## src/rtl/lif_neuron.sv

```systemverilog
// Leaky integrate-and-fire neuron: accumulates signed input current into an
// 8-bit potential with constant leak, fires a one-cycle spike, then goes refractory.
module lif_neuron (
  input  logic       clk,
  input  logic       reset_n,
  input  logic       enable,
  input  logic [4:0] input_current,
  input  logic [7:0] threshold,
  input  logic [3:0] decay,
  input  logic [3:0] refractory_period,
  output logic       spike_out,
  output logic [7:0] membrane_potential,
  output logic       refractory_active
);

  typedef enum logic {INTEGRATE, REFRACTORY} state_t;

  logic [7:0]        v_q, v_d;
  logic [3:0]        ref_cnt_q, ref_cnt_d;
  logic              spike_q, spike_d;
  logic signed [9:0] sum;
  logic [7:0]        clamped;
  state_t            state;

  // The mode is fully implied by the refractory counter, so no separate state flop.
  assign state = (ref_cnt_q != 4'd0) ? REFRACTORY : INTEGRATE;

  always_comb begin
    sum = $signed({2'b00, v_q})
        + $signed({{5{input_current[4]}}, input_current})
        - $signed({6'b000000, decay});
    if (sum[9])
      clamped = 8'd0;
    else if (sum[8])
      clamped = 8'd255;
    else
      clamped = sum[7:0];
  end

  always_comb begin
    v_d       = v_q;
    ref_cnt_d = ref_cnt_q;
    spike_d   = 1'b0;
    if (enable) begin
      case (state)
        REFRACTORY: begin
          ref_cnt_d = ref_cnt_q - 4'd1;
          v_d       = 8'd0;
        end
        default: begin
          // A zero threshold fires on every step; no special case needed.
          if (clamped >= threshold) begin
            spike_d   = 1'b1;
            v_d       = 8'd0;
            ref_cnt_d = refractory_period;
          end else begin
            v_d = clamped;
          end
        end
      endcase
    end
  end

  always_ff @(posedge clk or negedge reset_n) begin
    if (!reset_n) begin
      v_q       <= 8'd0;
      ref_cnt_q <= 4'd0;
      spike_q   <= 1'b0;
    end else begin
      v_q       <= v_d;
      ref_cnt_q <= ref_cnt_d;
      spike_q   <= spike_d;
    end
  end

  assign spike_out          = spike_q;
  assign membrane_potential = v_q;
  assign refractory_active  = (ref_cnt_q != 4'd0);

endmodule

```

## config.mk

```make
export PLATFORM = sky130hd
export DESIGN_NAME = lif_neuron
export DESIGN_NICKNAME = d
export VERILOG_FILES = /design/src/rtl/lif_neuron.sv
export SDC_FILE = /design/constraint.sdc
export NUM_CORES = 1
export LEC_CHECK = 0
export CORE_UTILIZATION = 51
export DETAILED_ROUTE_END_ITERATION = 7
export GPL_ROUTABILITY_DRIVEN = 0
export MAX_ROUTING_LAYER = met4
export PLACE_DENSITY = 0.8
export SLEW_MARGIN = 40
export SYNTH_ARGS = -nofsm -noshare
export SYNTH_HDL_FRONTEND = slang
export SYNTH_SLANG_ARGS = --single-unit
```

## constraint.sdc

```tcl
create_clock -name clk -period 4.5 [get_ports clk]
set_input_delay 0.9 -clock clk [delete_from_list [all_inputs] [get_ports clk]]
set_output_delay 0.9 -clock clk [all_outputs]
set_load 0.005 [all_outputs]
```

# Word-level counts from Yosys, hierarchy flattened
# Cells that the tools add are included.
[op_classes]
reduce_logical = 3
magnitude_cmp = 1
n_addsub = 3
n_mux = 10
[op_table]
columns = ["op", "n"]
rows = [
  ["8-bit two-way mux", 4],
  ["9-bit by 5-bit adder with 10-bit output", 1],
  ["10-bit by 5-bit subtractor with 10-bit output", 1],
  ["8-bit >= comparator", 1],
  ["4-bit two-way mux", 2],
  ["1-bit two-way mux", 4],
  ["4-bit nonzero test", 1],
  ["4-bit by 1-bit subtractor with 4-bit output (second input constant)", 1],
  ["2-bit AND reduction", 1],
  ["2-bit nonzero test", 1],
]
[word_totals]
wordCells = 20
input_bits = 24
register_bits = 13
output_inout_bits = 10

# Logic depth before layout (Yosys ltp)
# Gate-level depths: netlist of the first run.
[logic_depth]
word_depth = 8
depth_mapped = 19
ltp_nobuf = 17

# Least setup slack after synthesis of the first run
# No wires, ideal clock.
[synth_timing]
path_type = "input -> register"
startpoint = "in input_current[1]"
endpoint = "reg v_q[6], in the netlist membrane_potential[6]"
setup_time_ns = 0.154
required_ns = 4.346
arrival_time_ns = 4.515
slack_ns = -0.169
path_buffers = 0
path_stages = 13
cell_sequence = "inv_1 > fa_1 > fa_1 > nand2b_1 > a21oi_1 > mux2i_1 > a2111oi_0 > a21oi_1 > ha_1 > nand4_1 > o311ai_1 > a2111o_1 > o221ai_2"
[synth_via]
elab_chain_len = 7
[synth_lines]
columns = ["element", "line", "rtl"]
rows = [
  ["from (decl)", "7", "input logic [4:0] input_current,"],
  ["9-bit by 5-bit adder with 10-bit output (*)", "30", "+ $signed({{5{input_current[4]}}, input_current})"],
  ["10-bit by 5-bit subtractor with 10-bit output (*)", "31", "- $signed({6'b000000, decay});"],
  ["8-bit two-way mux", "34", "else if (sum[8])"],
  ["8-bit two-way mux (*)", "32", "if (sum[9])"],
  ["8-bit >= comparator", "52", "if (clamped >= threshold) begin"],
  ["8-bit two-way mux (*)", "52", ""],
  ["8-bit two-way mux (*)", "45", "case (state)"],
  ["to (signal assigned)", "70", "v_q <= v_d;"],
  ["to (decl)", "18", "logic [7:0] v_q, v_d;"],
]
# Mark *: on every way between the ends. The rest lies on a longest branch, timed or not.
# A chain may end at the register's enable or synchronous reset.

# Worst setup path after layout of the first run
[layout_timing]
startpoint = "in input_current[4]"
endpoint = "reg v_q[6], in the netlist membrane_potential[6]"
# Same word-level chain as after synthesis.

==> metrics.md, run 1 <==
| Metric | Value |
|---|---|
| Result of the run | `finished, violations left` |
| Violated checks | `design-rule violations, negative setup slack` |
| Lkg Pwr | `1.27 nW` |
| Final WL | `7650 um` |
| Port Buffer Count | `33` |
| Final std cells w/o fill | `310` |
| Total grt overflow | `0` |
| Number of search-and-repair iterations in the first detailed-routing pass | `8` |
| Initial antenna violation count | `0` |
| Busiest metal layer after global routing | `met2` |
| Fin crit period | `4.62 ns` |
| Setup TNS | `-0.792 ns` |
| Placed cell count | `287` |
| Part of the total power dissipated in combinational logic | `0.872` |
| Relative area change from synthesis to final layout | `69.9%` |
| Internal power of the cells | `1.17 mW` |
| Top-level I/O count | `34` |
| Setup crit end kind | `register` |
| Post-route fraction of the period consumed by the critical path | `1.03` |
| Global-route total usage across every layer | `0.378` |
| Synthesized flop and latch total | `13` |
| DRC violation count after routing | `2` |
| Vias per inst | `6.91` |
| Least setup slack across all paths after layout | `-0.121 ns` |
| Cells on Worst Hold Path | `2` |
| Async set or reset register ratio after synthesis | `1.00` |
| Mapped Area | `1590 um^2` |
| Worst Setup Start Kind | `input port` |
| Starting DRT DRC Count | `224` |
| Post-Route Skew | `0.0149 ns` |
| Fin. max-slew vios | `0` |
| Total number of vias | `2142` |
| Placement Rows | `19` |
| Largest fanout of any net on the critical path | `8` |
| TritonCTS buffer count | `3` |
| Warning count from the yosys run | `0` |
| Count of distinct cell types in the synthesized netlist | `39` |
| Count of hold buffers inserted by post-cts repair | `0` |
| Most used flip-flop cell after synthesis | `dfrtp_1` |
| Fraction of met1 tracks used by global routing | `0.417` |
| Maximum clock frequency | `216 MHz` |
| GR Layer Usage met3 | `0.0915` |
| Floorplan die area | `3350 um^2` |
| Worst path arrival time | `4.82 ns` |
| Peak VDD IR | `581 uV` |
| Met2 GRT Util | `0.627` |
| Switching portion of total power | `0.489` |
| Number of hold violations in the final report | `0` |
| Starting density of the core | `0.559` |
| Final nets | `332` |
| Clk network pwr share | `0.036` |
| Count of flip-flops with a built-in enable after synthesis | `0` |
| CORE AREA | `2850 um^2` |
| Worst Max-Slew Pin Slew | `0.877 ns` |
| Type of the setup path with the least slack | `in2reg` |
| Share of cells above drive strength 1 | `0.455` |
| Power dissipated by switching net loads | `1.12 mW` |
| Most frequent cells in the layout | `53 x buf_4, 34 x inv_1, 25 x clkdlybuf4s50_1` |
| Clock tree root buffer cell | `clkbuf_4` |
| PwrDens | `843 nW/um^2` |
| Worst-skew pair later-pin latency | `0.30 ns` |
| Pin count of the biggest net entering global routing | `17` |
| Routed len/inst | `24.7 um` |
| Worst r2r path cells | `15` |
| Max-Slew Margin vs Limit | `0.414` |
| Chip Width | `57.9 um` |
| WHS | `0.651 ns` |
| Global-route wire length before repair | `9260 um` |
| CTS clk-pin slew, worst paths | `0.08 ns` |
| Hold crit path type | `reg2reg` |
| CP Data Required Time | `4.69 ns` |
| Number of antenna cells inserted | `0` |
| Share of the yosys chip area belonging to registers | `0.204` |
| Synthesized netlist net count | `243` |
| Max H-tree Level | `1` |
| Total of max-cap violations | `0` |
| Vias in the first global route | `2022` |
| TritonCTS sink count | `13` |
| Number of nets with antenna violations after routing | `0` |
| Number of buffers on the longest clock path | `2` |
| Die H | `57.9 um` |
| Detailed placer's ending HPWL | `3560 um` |
| Final-report setup violation count | `10` |
| Avg Synthesized Cell Area | `8.35 um^2` |
| Finished Core Util | `0.950` |
| Post-route total power | `2.28 mW` |
| Sequential power share | `0.092` |
| Synthesized netlist cell count | `191` |
| TritonCTS clock tree | `done` |
| Most frequent standard cell in the layout excluding fill and tap cells | `buf_4` |
synth_stat cells, drive strengths merged (2+ instances only):
cell / instances / share of area
inv: 45 / 0.11
ha: 23 / 0.18
a21oi: 15 / 0.047
dfrtp: 13 / 0.20
nand2: 9 / 0.021
nor2: 9 / 0.021
o21ai: 8 / 0.025
o221ai: 7 / 0.066
clkbuf: 5 / 0.012
fa: 5 / 0.063
nor3: 4 / 0.013
a211o: 3 / 0.016
nand3: 3 / 0.0094
nand3b: 3 / 0.014
nand4: 3 / 0.012
o31ai: 3 / 0.014
xor2: 3 / 0.016
a211oi: 2 / 0.0094
a21o: 2 / 0.0094
and2: 2 / 0.0078
buf: 2 / 0.014
mux2i: 2 / 0.013
nand2b: 2 / 0.0078
o211ai: 2 / 0.0094
o311a: 2 / 0.013
o311ai: 2 / 0.011
or3: 2 / 0.0078
power by group through the flow:
stage               registers [mW]  logic (mW)  clock network (mW)
floorplan                    0.192       0.783                   0
global placement             0.195        1.21                   0
detailed placement           0.199        1.27                   0
CTS                          0.198        1.49              0.0788
global route                 0.212        2.07              0.0856
finish                       0.210        1.99              0.0817
what timing repair did:
action | CTS | global route
endpoints found under the setup margin | 12 | 12
setup buffers | 12 | 10
pin swaps | 25 | 40
resized for setup | 36 | 50
hold endpoints to repair | 0 | 0
area by class of cell:
class                           instances  area (um^2)
Sequential cell                        13          325
Inverter                               45          173
Timing Repair Buffer                   91          756
Tap cell                               31         38.8
Multi-Input combinational cell        126         1390
Clock buffer                            4         26.3
Fill cell                              76          144
per-layer routing:
metal / part of all wire / wire length (um)
met5: 0 / 0
met4: 0.078 / 597
met3: 0.12 / 937
met2: 0.46 / 3500
met1: 0.34 / 2610
sequential cells by signal (all words and copies together) (netlist names):
name,flops
spike_out,1
membrane_potential,8
ref_cnt_q,4
final timing paths:
path / start / endpoint / slack (ns)
worst max-delay path: input_current[4] / membrane_potential[6] / -0.12
worst min-delay path: ref_cnt_q[3] / ref_cnt_q[3] / 0.65
worst max register to register: membrane_potential[1] / membrane_potential[6] / 0.12
worst min register to register: ref_cnt_q[3] / ref_cnt_q[3] / 0.65
max in group asynchronous: reset_n / membrane_potential[6] / 3.14
min in group asynchronous: reset_n / ref_cnt_q[1] / 0.96
worst max-delay path, stage by stage:
cell	delay [ns]
clkbuf_2	0.12
clkinvlp_4	0.14
buf_4	0.17
ha_1	0.27
inv_1	0.04
ha_1	0.31
a21oi_1	0.31
o21ai_4	0.11
or3_4	0.38
and2_4	0.20
a21oi_2	0.16
ha_1	0.26
a211o_1	0.27
o211ai_1	0.15
buf_4	0.18
o311ai_4	0.14
or3_4	0.53
o221ai_2	0.18
through the flow:
step | setup WS (ns) | area [um^2]
floorplan | 0.00362 | 1680
global placement | -0.510 | 2280
detailed placement | -0.710 | 2280
CTS | 0.0450 | 2520
global route | -0.197 | 2710
finish | -0.121 | 2710
kinds of logic after synthesis:
kind of cell | after synthesis | share of synthesized area
xor+xnor | 3 | 0.0165
simple gates | 39 | 0.124
compound gates | 53 | 0.261
mux | 3 | 0.0196
buf+inv | 52 | 0.132
fa+ha+maj | 28 | 0.243
flops | 13 | 0.204
Power figures use the tool's default switching activity.
==> inputs of run 2 (changes only) <==
Settings changed: CORE_MARGIN from default to 5, CTS_BUF_LIST from default to sky130_fd_sc_hd__clkbuf_8 sky130_fd_sc_hd__clkbuf_16, CTS_CLUSTER_DIAMETER from default to 40.
==> run 2 against run 1 <==
Effect of this change: the run ends with negative setup slack left; total power is 4.4% lower; register-to-register slack better by 0.11 ns; critical path depth is 2 lower; design area is 0.42% lower; hold slack worse by 0.057 ns; clock skew is 0.011 ns lower; global-route usage is 9.3 points lower; clock-buffer cell count is 1 lower; flip-flop and latch count stayed put; sequential share of layout area is 0.050 points higher; critical endpoint is now membrane_potential[7]; highest routed layer unchanged.
==> metrics.md, run 2 (synthesized netlist as in run 1, its figures left out) <==
| Metric | Value |
|---|---|
| Result of the run | `finished, violations left` |
| Violated checks | `negative setup slack` |
| Cells on Worst Hold Path | `2` |
| PwrDens | `809 nW/um^2` |
| Largest fanout of any net on the critical path | `7` |
| Design area | `2700 um^2` |
| Total of max-cap violations | `0` |
| TritonCTS sink count | `13` |
| Final std cells w/o fill | `317` |
| Placed cell count | `295` |
| Kind of cell adding the most delay to the critical path | `compound AO/OA/AOI/OAI gates` |
| Worst slack after detailed placement | `-0.755 ns` |
| Routed len/inst | `21.5 um` |
| Peak VDD IR | `529 uV` |
| Hold crit path type | `reg2reg` |
| Top-level I/O count | `34` |
| Worst Setup Start Kind | `input port` |
| Port Buffer Count | `33` |
| Setup crit end kind | `register` |
| Number of fill cells in the layout | `124` |
| Detailed placer's ending HPWL | `3640 um` |
| Flip-flop and latch area | `325 um^2` |
| Worst path arrival time | `4.68 ns` |
| CP max stage delay | `0.63 ns` |
| Post-route fraction of the period consumed by the critical path | `1.01` |
| Most frequent cell on the critical path | `o311ai_4` |
| Busiest metal layer after global routing | `met2` |
| Global-route wire length before repair | `9160 um` |
| Critical path, cell by cell | `clkdlybuf4s15_1 -> fa_1 -> inv_2 -> ha_4 -> nor2_4 -> a21oi_4 -> buf_6 -> or4b_4 -> o311ai_4 -> nor2_1 -> ha_2 -> a211o_1 -> o211ai_1 -> o311ai_4 -> a2111o_2 -> o221ai_2` |
| Final-report setup violation count | `6` |
| Area of the multi-input gates | `1370 um^2` |
| Number of hold violations in the final report | `0` |
| Fraction of met1 tracks used by global routing | `0.285` |
| Starting density of the core | `0.526` |
| Die H | `65.9 um` |
| Floorplan die area | `4340 um^2` |
| Number of antenna cells inserted | `0` |
| Relative area change from synthesis to final layout | `69.2%` |
| Starting DRT DRC Count | `206` |
| Critical Path Slowest Stage Cell | `a2111o_2` |
| Final nets | `326` |
| CP Data Required Time | `4.65 ns` |
| Vias in the first global route | `2006` |
| TritonCTS buffer count | `3` |
| Fin crit period | `4.53 ns` |
| Final WL | `6820 um` |
| Fin. max-slew vios | `0` |
| Max-Slew Margin vs Limit | `0.423` |
| Reg-to-reg slack, setup | `0.23 ns` |
| Met2 GRT Util | `0.489` |
| Cell count along the critical path | `16` |
| Pin count of the biggest net entering global routing | `17` |
| Clock tree root buffer cell | `clkbuf_8` |
| Worst r2r path cells | `15` |
| DRC violation count after routing | `0` |
| Most frequent cells in the layout | `45 x buf_4, 37 x inv_1, 24 x clkdlybuf4s50_1` |
| CP Buf/Inv Count | `3` |
| Worst-skew pair later-pin latency | `0.25 ns` |
| Share of cells above drive strength 1 | `0.443` |
| Initial antenna violation count | `0` |
| Finished Core Util | `0.891` |
| Max H-tree Level | `1` |
| Number of search-and-repair iterations in the first detailed-routing pass | `5` |
| TritonCTS clock tree | `done` |
| Placement Rows | `20` |
| CTS clk-pin slew, worst paths | `0.06 ns` |
| Chip Width | `65.9 um` |
| Number of flip-flops under the largest register name | `8` |
| Most frequent standard cell in the layout excluding fill and tap cells | `buf_4` |
| Lkg Pwr | `1.26 nW` |
| Total number of vias | `2017` |
| Global-route total usage across every layer | `0.285` |
| Worst Max-Slew Pin Slew | `0.863 ns` |
| GR Layer Usage met3 | `0.0663` |
| Placed Instance Area | `2260 um^2` |
| Number of buffers on the longest clock path | `2` |
| Maximum clock frequency | `221 MHz` |
| Type of the setup path with the least slack | `in2reg` |
| Number of nets with antenna violations after routing | `0` |
| Total grt overflow | `0` |
| CORE AREA | `3030 um^2` |
| Post-Route Skew | `0.00381 ns` |
| Least setup slack across all paths after layout | `-0.0327 ns` |
| Vias per inst | `6.36` |
-- run 2: worst register-to-register path, delay by kind of cell (launching register included) --
kind                     cells  cell delay [ns]
AO/OA/AOI/OAI                6             1.61
adder cells (fa/ha/maj)      3             1.22
buffers and inverters        3             0.38
flip-flops                   1             0.40
AND/OR/NAND/NOR              3             0.56
-- run 2: worst paths after layout --
path,from,end
max,decay[2],membrane_potential[7]
min,ref_cnt_q[2],ref_cnt_q[2]
max reg2reg,membrane_potential[1],membrane_potential[7]
min reg2reg,ref_cnt_q[2],ref_cnt_q[2]
max in group asynchronous,reset_n,membrane_potential[6]
min in group asynchronous,reset_n,ref_cnt_q[1]
-- run 2: power breakdown --
group,switching [mW],total (mW),internal [mW]
Clock,0.0481,0.109,0.0606
Combinational,0.932,1.87,0.939
Sequential,0.0450,0.203,0.158
-- run 2: cell type report --
cell class,instances,share of cell area
timing repair buffer,85,0.269
clock buffer,3,0.0153
inverter,45,0.0640
multi-input combinational,126,0.509
clock inverter,1,0.00139
tap,44,0.0204
sequential,13,0.121
-- run 2: through the flow --
| stage | hold slack [ns] | TNS (ns) | power (mW) |
|---|---|---|---|
| after floorplan | 0.509 | 0 | 0.975 |
| after global placement | 0.542 | -5.92 | 1.39 |
| after detailed placement | 0.563 | -8.05 | 1.45 |
| after CTS | 0.581 | 0 | 1.84 |
| after global routing | 0.601 | -0.532 | 2.28 |
| final | 0.594 | -0.0785 | 2.18 |
-- run 2: what timing repair did --
item,in CTS,in global routing
setup endpoints to repair,13,11
buffers inserted,13,7
hold buffers,0,0
pin swaps,33,34
resized for setup,49,37
-- run 2: routing by layer --
| metal | routed length (um) | share of wire |
|---|---|---|
| met5 | 0 | 0 |
| met4 | 472 | 0.069 |
| met3 | 617 | 0.090 |
| met2 | 3450 | 0.51 |
| met1 | 2280 | 0.33 |
